$ cat src/rtl/clique_collector.sv
// Clique stream collector: tracks the maximum clique size, counts cliques of that size
// and buffers their vertex lists for host readback. Optional macro: CLQ_ORDER_CHECK_EN.
module clique_collector #(
  parameter int VW    = 10,
  parameter int SW    = 5,
  parameter int DEPTH = 128,
  parameter int AW    = 7
) (
  input  logic          i_clk,
  input  logic          i_reset,
  input  logic          i_start,
  input  logic [SW-1:0] i_init_maxsize,
  input  logic [SW-1:0] i_clq_size,
  input  logic [VW-1:0] i_clq_v,
  input  logic          i_clq_valid,
  input  logic [AW-1:0] i_rd_addr,
  output logic [VW-1:0] o_rd_data,
  output logic [SW-1:0] o_maxsize,
  output logic [31:0]   o_n_cliques,
  output logic [AW:0]   o_n_entries,
  output logic          o_overflow,
  output logic          o_len_err,
  output logic          o_active
`ifdef CLQ_ORDER_CHECK_EN
  ,
  output logic          o_order_err
`endif
);

  typedef enum logic [1:0] {S_IDLE, S_ACTIVE, S_DRAIN} state_t;

  localparam logic [AW:0] FULL = (AW+1)'(DEPTH);

  state_t        state;
  logic [SW-1:0] bs;
  logic [SW:0]   bc;
  logic          keep;

  logic          wr_req;
  logic          restart;
  logic          wr_full;
  logic          wr_en;
  logic [AW-1:0] wr_addr;

  logic [VW-1:0] mem [DEPTH];

  // NOTE: every always_comb output gets a default first so no path leaves it unassigned (no latch).
  always_comb begin
    wr_req  = 1'b0;
    restart = 1'b0;
    if (!i_start && i_clq_valid) begin
      if (state == S_IDLE) begin
        if (i_clq_size > o_maxsize) begin
          wr_req  = 1'b1;
          restart = 1'b1;
        end else if (i_clq_size == o_maxsize) begin
          wr_req = 1'b1;
        end
      end else if (state == S_ACTIVE && keep) begin
        wr_req = 1'b1;
      end
    end
    wr_full = wr_req && !restart && (o_n_entries == FULL);
    wr_en   = wr_req && !wr_full;
    wr_addr = restart ? '0 : o_n_entries[AW-1:0];
  end

  // NOTE: sequential state uses non-blocking assignments so every flop samples pre-edge values.
  always_ff @(posedge i_clk or posedge i_reset) begin
    if (i_reset) begin
      state       <= S_IDLE;
      bs          <= '0;
      bc          <= '0;
      keep        <= 1'b0;
      o_maxsize   <= '0;
      o_n_cliques <= '0;
      o_n_entries <= '0;
      o_overflow  <= 1'b0;
      o_len_err   <= 1'b0;
    end else if (i_start) begin
      // A start that lands on a valid beat must let the rest of that burst drain unseen.
      state       <= i_clq_valid ? S_DRAIN : S_IDLE;
      keep        <= 1'b0;
      o_maxsize   <= i_init_maxsize;
      o_n_cliques <= '0;
      o_n_entries <= '0;
      o_overflow  <= 1'b0;
      o_len_err   <= 1'b0;
    end else begin
      unique case (state)
        S_IDLE: begin
          if (i_clq_valid) begin
            bs    <= i_clq_size;
            bc    <= (SW+1)'(1);
            state <= S_ACTIVE;
            if (i_clq_size > o_maxsize) begin
              o_maxsize   <= i_clq_size;
              o_n_cliques <= 32'd1;
              keep        <= 1'b1;
            end else if (i_clq_size == o_maxsize) begin
              if (o_n_cliques != '1) o_n_cliques <= o_n_cliques + 32'd1;
              keep <= 1'b1;
            end else begin
              keep <= 1'b0;
            end
          end
        end
        S_ACTIVE: begin
          if (i_clq_valid) begin
            if (bc != '1) bc <= bc + (SW+1)'(1);
          end else begin
            state <= S_IDLE;
            if (bc != {1'b0, bs}) o_len_err <= 1'b1;
          end
        end
        S_DRAIN: begin
          if (!i_clq_valid) state <= S_IDLE;
        end
        default: state <= S_IDLE;
      endcase

      if (restart) begin
        o_n_entries <= (AW+1)'(1);
        o_overflow  <= 1'b0;
      end else if (wr_en) begin
        o_n_entries <= o_n_entries + (AW+1)'(1);
      end else if (wr_full) begin
        o_overflow <= 1'b1;
      end
    end
  end

  assign o_active = (state == S_ACTIVE);

  // NOTE: the vertex store is deliberately not reset; it maps onto plain RAM.
  always_ff @(posedge i_clk) begin
    if (wr_en) mem[wr_addr] <= i_clq_v;
  end

  // Registered read returns the pre-write contents on a same-address collision.
  always_ff @(posedge i_clk or posedge i_reset) begin
    if (i_reset) o_rd_data <= '0;
    else         o_rd_data <= mem[i_rd_addr];
  end

`ifdef CLQ_ORDER_CHECK_EN
  logic [VW-1:0] prev_v;

  always_ff @(posedge i_clk or posedge i_reset) begin
    if (i_reset) begin
      prev_v      <= '0;
      o_order_err <= 1'b0;
    end else if (i_start) begin
      o_order_err <= 1'b0;
    end else if (i_clq_valid && state != S_DRAIN) begin
      prev_v <= i_clq_v;
      if (state == S_ACTIVE && i_clq_v <= prev_v) o_order_err <= 1'b1;
    end
  end
`endif

endmodule

$ cat config.mk
export PLATFORM = sky130hd
export DESIGN_NAME = clique_collector
export DESIGN_NICKNAME = d
export VERILOG_FILES = /design/src/rtl/clique_collector.sv
export SDC_FILE = /design/constraint.sdc
export NUM_CORES = 1
export LEC_CHECK = 0
export BUFFER_PORTS_ARGS = -buffer_cell sky130_fd_sc_hd__buf_2
export CORE_MARGIN = 8
export CORE_UTILIZATION = 55
export DETAILED_ROUTE_END_ITERATION = 6
export PLACE_DENSITY = 0.71
export SLEW_MARGIN = 40
export SYNTH_ARGS = -nofsm -noshare
export SYNTH_HDL_FRONTEND = slang
export SYNTH_SLANG_ARGS = --single-unit
$ cat constraint.sdc
create_clock -name i_clk -period 7.06 [get_ports i_clk]
set_input_delay 0.353 -clock i_clk [delete_from_list [all_inputs] [get_ports i_clk]]
set_output_delay 0.353 -clock i_clk [all_outputs]
set_load 0.1 [all_outputs]
* After elaboration in Yosys (flattened, before gate mapping)
Memories as Yosys holds them, arrays and structs flattened. A register that Yosys moved wholly into a read port is not among the register bits. Index checks and enable logic that the tools add are counted.
Operators by class: bitwise logic cells 1, muxes and demuxes 44, order comparisons 1, $add $sub $neg 3, reductions and logical operators 28, equality and inequality tests 14
Operators by type and width (number):
- two-way mux 32 bit | 6
- adder 32 x 1 -> 32 bit (second input constant) | 1
- inequality test 32 bit (second input constant) | 1
- two-way mux 8 bit | 3
- two-way mux 1 bit | 21
- two-way mux 5 bit | 4
- two-way mux 6 bit | 3
- one-hot mux 6 bit (2 select lines) | 1
- nonzero test 2 bit | 6
- nonzero test 3 bit | 4
- inequality test 3 bit (second input constant) | 3
- AND reduction 3 bit | 3
- adder 8 x 1 -> 8 bit (second input constant) | 1
- equality test 8 bit (second input constant) | 1
- two-way mux 2 bit | 4
- two-way mux 7 bit | 1
- adder 6 x 1 -> 6 bit (second input constant) | 1
- inequality test 2 bit (second input constant) | 3
- inequality test 6 x 5 -> 1 bit | 1
- inequality test 6 bit (second input constant) | 1
- AND reduction 2 bit | 3
- equality test 5 bit | 1
- greater-than comparator 5 bit | 1
- logical AND 1 bit | 5
- 10 further kinds | 12
Word-level totals: memories kept 1, bits in registers 61, logic and storage cells 101, RAM bits 1280, bits of input ports 31
Memories:
- mem | depth 128, bits a word 10, read ports 1, clocked after memory_dff 1, wr ports 1, line 45 | logic [VW-1:0] mem [DEPTH];

* Logic depth before layout (Yosys ltp)
Gate-level depths: netlist of the first run.
depth in word-level cells 12, depth in mapped cells 9

* Worst setup path before layout of the first run
OpenSTA, ideal clock, no wires.
kind register to register, from register o_maxsize[3], to memory mem[85][0], enable pin, data required time 6.656 ns, arrival time 3.464 ns, period minus slack after synthesis 3.868 ns, cell stages (with the launch flop) 9, path buffers 0, path slack 3.192 ns, path through dfrtp_1 inv_1 ha_1 a21o_1 a21oi_2 a211oi_4 nor3_1 nand4_1 nor4_1
Between the ends: longest elaborated chain between the ends 11
RTL lines:
- from (decl) | line 18 | output logic [SW-1:0] o_maxsize,
- from (signal assigned) | line 84 | o_maxsize <= i_init_maxsize;
- from (signal assigned) | line 97 | o_maxsize <= i_clq_size;
- greater-than comparator 5 bit / equality test 5 bit (equally long branches) | line 53, 56
- two-way mux 1 bit, on equally long branches | line 53, 56
- two-way mux 1 bit, on equally long branches
- two-way mux 1 bit, on equally long branches | line 51, 52
- zero test 1 bit / two-way mux 1 bit (equally long branches) | line 63, 51
- logical AND 1 bit (2 in series) | line 63 | wr_full = wr_req && !restart && (o_n_entries == FULL);
- zero test 1 bit | line 64 | wr_en = wr_req && !wr_full;
- logical AND 1 bit | line 64
- two-way mux 1 bit | line 137 | if (wr_en) mem[wr_addr] <= i_clq_v;
- two-way mux 1 bit (not written as such) | line 137
- to (decl) | line 45
Parallel ways exist; a longest one is shown, timed or not.

* Worst setup path in the final report of the first run
from register o_maxsize[4], to memory mem[43][7], enable pin
Same word-level chain as after synthesis.

==> results of run 1 <==
worst max-delay path by stage:
stage,startpoint,end,slack [ps],cells after the start
floorplan,o_maxsize[3]$_DFFE_PP0P_,mem[85][0]$_DFFE_PP_,3190,8
global placement,i_clq_size[3],mem[78][4]$_DFFE_PP_,3070,8
detailed placement,i_clq_size[4],mem[10][6]$_DFFE_PP_,3260,9
CTS,o_maxsize[4]$_DFFE_PP0P_,mem[10][7]$_DFFE_PP_,3310,9
global route,o_maxsize[4]$_DFFE_PP0P_,mem[121][5]$_DFFE_PP_,3080,8
finish,o_maxsize[4]$_DFFE_PP0P_,mem[43][7]$_DFFE_PP_,3150,8
area by class of cell:
class | count | area (sq um)
clock inverter | 78 | 739.5
antenna | 1 | 2.502
inverter | 21 | 80.08
multi-input combinational | 1581 | 12710
tap | 1276 | 1597
sequential | 1351 | 40210
clock buffer | 160 | 3513
timing repair buffer | 149 | 1104
fill | 6777 | 36460
flip-flops by register name, summed over array words and instances (netlist names):
name         cells
state            2
o_len_err        1
keep             1
o_rd_data       10
bc               6
bs               5
o_n_cliques     32
o_overflow       1
o_maxsize        5
o_n_entries      8
mem           1280
worst max-delay path, cell delays in order, from the launching register on:
cell	delay [ps]
dfrtp_1	380
inv_1	60
ha_1	320
nand3_1	170
nor2_2	320
a21oi_1	130
nand2_1	370
nand4_1	780
nor2_1	970
where the power goes:
| group | total, mW | internal, mW | switching (mW) |
|---|---|---|---|
| Sequential | 8.84 | 8.80 | 0.0394 |
| Clock | 6.89 | 3.97 | 2.93 |
| Combinational | 0.938 | 0.245 | 0.693 |
repair_timing:
action / 4_1_cts / 5_1_grt
hold buffers: 12 / 0
buffers inserted: 0 / 0
endpoints found under the hold margin: 83 / 0
per-layer routing:
metal  wire (um)  global-route usage (%)  vias to the layer above
met5           0                       0                        -
met4        6146                   11.11                        0
met3       11980                   5.082                      312
met2       63310                   39.03                     1523
met1       51480                   32.24                    14800
li1            -                       -                    12720
through the flow:
step / utilization [%] / setup slack (ps) / hold slack [ps]
floorplan: - / 3192 / 451.9
global placement: 57.30 / 3066 / 488.5
detailed placement: 57.45 / 3258 / 492.8
CTS: 61.98 / 3307 / 10.78
global route: 62.18 / 3077 / 45.06
finish: 62.19 / 3151 / 45.61
kinds of logic (layout without fill, tap and decap cells):
family / count (synthesis) / after routing / synth area share, %
DFF: 1351 / 1351 / 75.38
buffers and inverters: 194 / 408 / 1.527
other: 0 / 1 / 0
muxes: 650 / 650 / 12.21
xor gates and xnor gates: 29 / 29 / 0.4761
AOI/OAI and AO/OA: 396 / 396 / 5.357
adders and majority gates: 11 / 11 / 0.2580
and+or+nand+nor: 495 / 495 / 4.789
placed cells by master, fill, tap and decap left out, types with 14 or more instances in the layout:
cell type / synthesis / routed
xnor2_1: 14 / 14
nand2_1: 53 / 52
edfxtp_1: 1280 / 1280
nor2_1: 184 / 96
clkinv_1: 0 / 26
nor2_2: 1 / 89
a22oi_1: 320 / 320
xor2_1: 15 / 15
o21ai_0: 18 / 18
inv_1: 20 / 19
clkbuf_1: 100 / 22
a21oi_1: 31 / 31
nand4_1: 104 / 104
buf_2: 66 / 77
nor3_1: 56 / 56
or3_1: 14 / 14
mux2i_1: 645 / 645
clkbuf_16: 0 / 136
nand3_1: 18 / 17
dfrtp_1: 71 / 71
clkinv_2: 0 / 20
buf_4: 1 / 42
==> summary.md, run 1 <==
| Metric | Value |
|---|---|
| Sequential fraction of the synthesis area | 75.38% |
| First-pass GRT wire length | 193.3 mm |
| Via count | 29350 |
| Max FO, Critical Path | 10 |
| Starting DRT DRC Count | 3841 |
| Reg2reg end | mem[43][7]$_DFFE_PP_ |
| Vias in the first global route | 29400 |
| Tot GR Track Use | 24.38% |
| Cts repair resizes | 0 |
| Crit path DAT | 4250 ps |
| Slew Limit Fails | 0 |
| Most area-consuming cells after synthesis | edfxtp_1 72%, mux2i_1 12%, a22oi_1 4.5% |
| Hold/Removal Path Class | in -> reg |
| Top_reg_cell synth | edfxtp_1 |
| Drt drc | 0 |
| Mapped cell area | 53340 sq um |
| CP required | 7400 ps |
| Pwr/cell area | 278.0 nW/um^2 |
| Avg Inst Size Synth | 17.06 sq um |
| Die area | 107200 sq um |
| RR Startpoint | o_maxsize[4]$_DFFE_PP0P_ |
| Syn nets | 3168 |
| CTS tree | built |
| Least-Margin Pin Slew | 891.8 ps |
| CTS Sinks | 1351 |
| Post-synth top cells | 1280 x edfxtp_1, 645 x mux2i_1, 320 x a22oi_1 |
| Post-DRT Antenna Nets | 0 |
| Worst rel slew slack | 40.37% |
| Placed wire-length estimate | 81.53 mm |
| RSZ-0062 raised after global routing | no |
| Layout cells sized above 1 | 13.65% |
| Post-route cell area | 59960 sq um |
| Final WL | 132.9 mm |
| Worst-Skew Late Latency | 730 ps |
| Final Skew | 20.22 ps |
| FF+latch count, synth | 1351 |
| Setup tns final | 0 ps |
| Crit start category | register |
| Routed wirelength normalized by instance count | 28.79 um |
| CTS clk-pin slew, worst paths | 60 ps |
| Yosys top cell area share | 72.05% |
| Effective utilization at floorplan | 55.32% |
| P&R area growth vs syn | 12.41% |
| Power, Total | 16.67 mW |
| Ports | 89 |
| Largest net degree at the start of global routing | 114 |
| Post-synthesis cell type count | 59 |
| CTS root buf | clkbuf_16 |
| Worst VDD drop | 0.0002296 V |
| Max H-tree Level | 4 |
| Fin. Hold Viols | 0 |
| Status | finished clean |
| Nature of the critical path endpoint | register |
| Leakage | 20.65 nW |
| R2r worst-path depth | 8 |
| Initial antenna violation count | 4 |
| Setup slack, reg-to-reg | 3150 ps |
| Core Region | 96420 sq um |
| Finished Layout Cells | 4617 |
| Vias/cell | 6.358 |
| Max-Cap Viols | 0 |
| Placed insts | 4366 |
| Cells after synthesis | 3126 |
| Gr ovfl total | 0 |
| Synth warn | 0 |
| Post-synth EDFFs | 1280 |
| Final worst-path cycle share | 55.36% |
| Nets@finish | 3278 |
| Hold path endpoint | o_len_err$_DFFE_PP0P_ |
| Die width | 327.4 um |
| Fin crit period | 3909 ps |
| Die H | 327.4 um |
| Dominant cell type by area after synthesis | edfxtp_1 |
| I/O Buffers | 88 |
| Bufs on Longest Clock Path | 3 |
| Hold path startpoint | i_start |
| Post-place instance area | 55390 sq um |
| Synth async-reset ratio | 5.255% |
| CTS Buf Count | 132 |
| Fmax | 0.2558 GHz |
| Hold path depth | 2 |
| Routability cong. | 0.9455 |
| Initial DRT Pass Iterations | 6 |
| Worst Path Class, Setup | reg -> reg |
| Most frequent cell after synthesis | edfxtp_1 |
| Rows | 114 |
| Final setup fails | 0 |
(Power assumes the default switching activity.)
==> run 2: changes to the inputs <==
Settings changed: PLACE_DENSITY 0.71 to 0.74.
Clock period 7.06 ns to 3.2 ns, I/O delays scaled along.
==> summary.md, run 2 (same netlist as run 1, synthesis figures left out) <==
| Metric | Value |
|---|---|
| Layout cells sized above 1 | 16.68% (was 13.65%) |
| Hold path endpoint | mem[49][8]$_DFFE_PP_ (was o_len_err$_DFFE_PP0P_) |
| Hold/Removal Path Class | in -> reg (unchanged) |
| Core Region | 96420 sq um (unchanged) |
| Hold path startpoint | i_clq_v[8] (was i_start) |
| P&R area growth vs syn | 15.29% (was 12.41%) |
| Vias in the first global route | 29890 (was 29400) |
| Initial antenna violation count | 0 (was 4) |
| CTS tree | built (unchanged) |
| Critical path buffer and inverter count | 2 (was 1) |
| Internal Power | 28.66 mW (was 13.01 mW) |
| Worst-Skew Late Latency | 750 ps (was 730 ps) |
| Crit path DAT | 3550 ps (was 4250 ps) |
| Gr ovfl total | 0 (unchanged) |
| RR Startpoint | o_maxsize[4]$_DFFE_PP0P_ (unchanged) |
| Setup slack, reg-to-reg | 8 ps (was 3150 ps) |
| Worst Path Class, Setup | reg -> reg (unchanged) |
| Max FO, Critical Path | 15 (was 10) |
| Post-DRT Antenna Nets | 0 (unchanged) |
| Worst rel slew slack | 44.20% (was 40.37%) |
| Regs by FF count | mem: 1280 flops, o_n_cliques: 32 flops, o_rd_data: 10 flops (unchanged) |
| Leakage | 21.65 nW (was 20.65 nW) |
| Starting DRT DRC Count | 3779 (was 3841) |
| CTS Sinks | 1351 (unchanged) |
| Failing checks | DRC |
| Effective utilization at floorplan | 55.32% (unchanged) |
| Max FFs per register | 1280 (unchanged) |
| CP required | 3560 ps (was 7400 ps) |
| Nets@finish | 3461 (was 3278) |
| Fmax | 0.3133 GHz (was 0.2558 GHz) |
| Status | finished, violations left (was finished clean) |
| Fin. Hold Viols | 0 (unchanged) |
| Worst VDD drop | 0.0004980 V (was 0.0002296 V) |
| Comb pwr share | 5.9% (was 5.6%) |
| Least-Margin Pin Slew | 837.1 ps (was 891.8 ps) |
| Drt drc | 2 (was 0) |
| Fin crit period | 3192 ps (was 3909 ps) |
| RSZ-0062 raised after global routing | yes (was no) |
| Seq pwr share | 52.8% (was 53.0%) |
| Reg2reg end | mem[118][1]$_DFFE_PP_ (was mem[43][7]$_DFFE_PP_) |
| Max H-tree Level | 4 (unchanged) |
| Post-route cell area | 61500 sq um (was 59960 sq um) |
| Worst path top cell family by delay | simple AND/OR/NAND/NOR gates (unchanged) |
| Post-layout util | 63.78% (was 62.19%) |
| Placed wire-length estimate | 83.58 mm (was 81.53 mm) |
| ANT cells | 0 (was 1) |
| Filler Cells Inserted | 6574 (was 6777) |
| Ports | 89 (unchanged) |
| Max-Cap Viols | 0 (unchanged) |
| Critical-path top delay cell | nor2_1 (unchanged) |
| Final WL | 133.3 mm (was 132.9 mm) |
| Final setup fails | 0 (unchanged) |
| Power, Total | 36.90 mW (was 16.67 mW) |
| Rows | 114 (unchanged) |
| Die width | 327.4 um (unchanged) |
| Vias/cell | 6.305 (was 6.358) |
| Routability cong. | 0.9429 (was 0.9455) |
| Net Sw Power | 8.242 mW (was 3.659 mW) |
| Die H | 327.4 um (unchanged) |
| Commonest non-fill, non-tap cell in the layout | edfxtp_1 (unchanged) |
| First-pass GRT wire length | 194.7 mm (was 193.3 mm) |
| Worst-path cell chain | inv_1 -> ha_1 -> nand3_1 -> nor2_2 -> a21oi_1 -> nor3_2 -> nand4_1 -> buf_12 -> nor2_1 (was inv_1 -> ha_1 -> nand3_1 -> nor2_2 -> a21oi_1 -> nand2_1 -> nand4_1 -> nor2_1) |
| Final worst-path cycle share | 99.75% (was 55.36%) |
| Via count | 30270 (was 29350) |
| I/O Buffers | 88 (unchanged) |
| Nature of the critical path endpoint | register (unchanged) |
| CTS Buf Count | 136 (was 132) |
| Final Skew | 30.68 ps (was 20.22 ps) |
| Initial DRT Pass Iterations | 7 (was 6) |
| Bufs on Longest Clock Path | 3 (unchanged) |
| Slew Limit Fails | 0 (unchanged) |
| CTS clk-pin slew, worst paths | 60 ps (about the same) |
| CTS root buf | clkbuf_16 (unchanged) |
| Top reg by flops | mem (unchanged) |
| Pwr/cell area | 600.0 nW/um^2 (was 278.0 nW/um^2) |
| Post-place instance area | 56910 sq um (was 55390 sq um) |
| Crit start category | register (unchanged) |
| Die area | 107200 sq um (unchanged) |
| R2r worst-path depth | 9 (was 8) |
| Clk pwr share | 41.3% (was 41.4%) |
| Sw frac | 22.34% (was 21.95%) |
| Hold path depth | 2 (unchanged) |
| Routed wirelength normalized by instance count | 27.77 um (was 28.79 um) |
| Tot GR Track Use | 24.40% (was 24.38%) |
| Largest net degree at the start of global routing | 129 (was 114) |
| Most frequent cells in the layout | 1280 x edfxtp_1, 645 x mux2i_1, 320 x a22oi_1, 199 x buf_4, 144 x nor2_1 (was 1280 x edfxtp_1, 645 x mux2i_1, 320 x a22oi_1, 136 x clkbuf_16, 104 x nand4_1) |
| CP peak stage delay | 640 ps (was 970 ps) |
| # Post-CTS Setup Buffers | 0 (unchanged) |
## run 2: cell type report
cell class / instances / area [sq um] / share of cell area, %
sequential: 1351 / 40220 / 65.40
multi-input combinational: 1581 / 12620 / 20.52
clock buffer: 170 / 3635 / 5.910
timing repair buffer: 328 / 2695 / 4.382
tap: 1276 / 1597 / 2.596
clock inverter: 74 / 654.4 / 1.064
inverter: 21 / 78.83 / 0.1282
## run 2: worst max-delay path by stage
stage / startpoint / endpoint / cells after the start
floorplan: o_maxsize[3]$_DFFE_PP0P_ / mem[81][0]$_DFFE_PP_ / 8
global placement: o_maxsize[4]$_DFFE_PP0P_ / mem[1][1]$_DFFE_PP_ / 9
detailed placement: o_maxsize[3]$_DFFE_PP0P_ / mem[56][3]$_DFFE_PP_ / 9
CTS: o_maxsize[4]$_DFFE_PP0P_ / mem[5][8]$_DFFE_PP_ / 9
global route: o_maxsize[4]$_DFFE_PP0P_ / mem[118][4]$_DFFE_PP_ / 9
finish: o_maxsize[4]$_DFFE_PP0P_ / mem[118][1]$_DFFE_PP_ / 9
## run 2: timing repair
item,CTS,global route
resized for setup,2,13
hold buffers,22,0
hold endpoints to repair,227,0
setup endpoints to repair,13,150
## run 2: per-stage QoR
stage | setup TNS [ps] | hold WS [ps] | setup slack, ps | std cells
4_1_cts | 0 | 1.894 | 17.76 | 4801
3_3_place_gp | 0 | 247.6 | 96.10 | 4535
3_5_place_dp | -285.6 | 264.8 | -28.84 | 4535
2_1_floorplan | -24330 | 258.9 | -67.88 | 3126
5_1_grt | -2758 | 3.533 | -143.2 | 4801
6_report | 0 | 20.09 | 7.935 | 4801
## run 2: power by group through the flow
stage	combinational (mW)	sequential [mW]	clock, mW
finish	2.18	19.5	15.2
global route	2.27	19.5	16.1
CTS	2.16	19.5	15.4
detailed placement	2.12	19.8	0
global placement	2.08	19.8	0
floorplan	0.942	20.1	0
## run 2: worst register-to-register path, stage by stage (launching register included)
cell and delay (ps):
dfrtp_2 370, inv_1 50, ha_1 310, nand3_1 170, nor2_2 240, a21oi_1 150, nor3_2 430, nand4_1 220
buf_12 240, nor2_1 640
## run 2: layer usage
| layer | GRT usage (%) | up-vias | wire length (um) |
|---|---|---|---|
| met5 | 0 | - | 0 |
| li1 | - | 13060 | - |
| met3 | 5.938 | 262 | 13800 |
| met1 | 33.10 | 15300 | 51760 |
| met4 | 9.202 | 0 | 4515 |
| met2 | 38.40 | 1648 | 63270 |
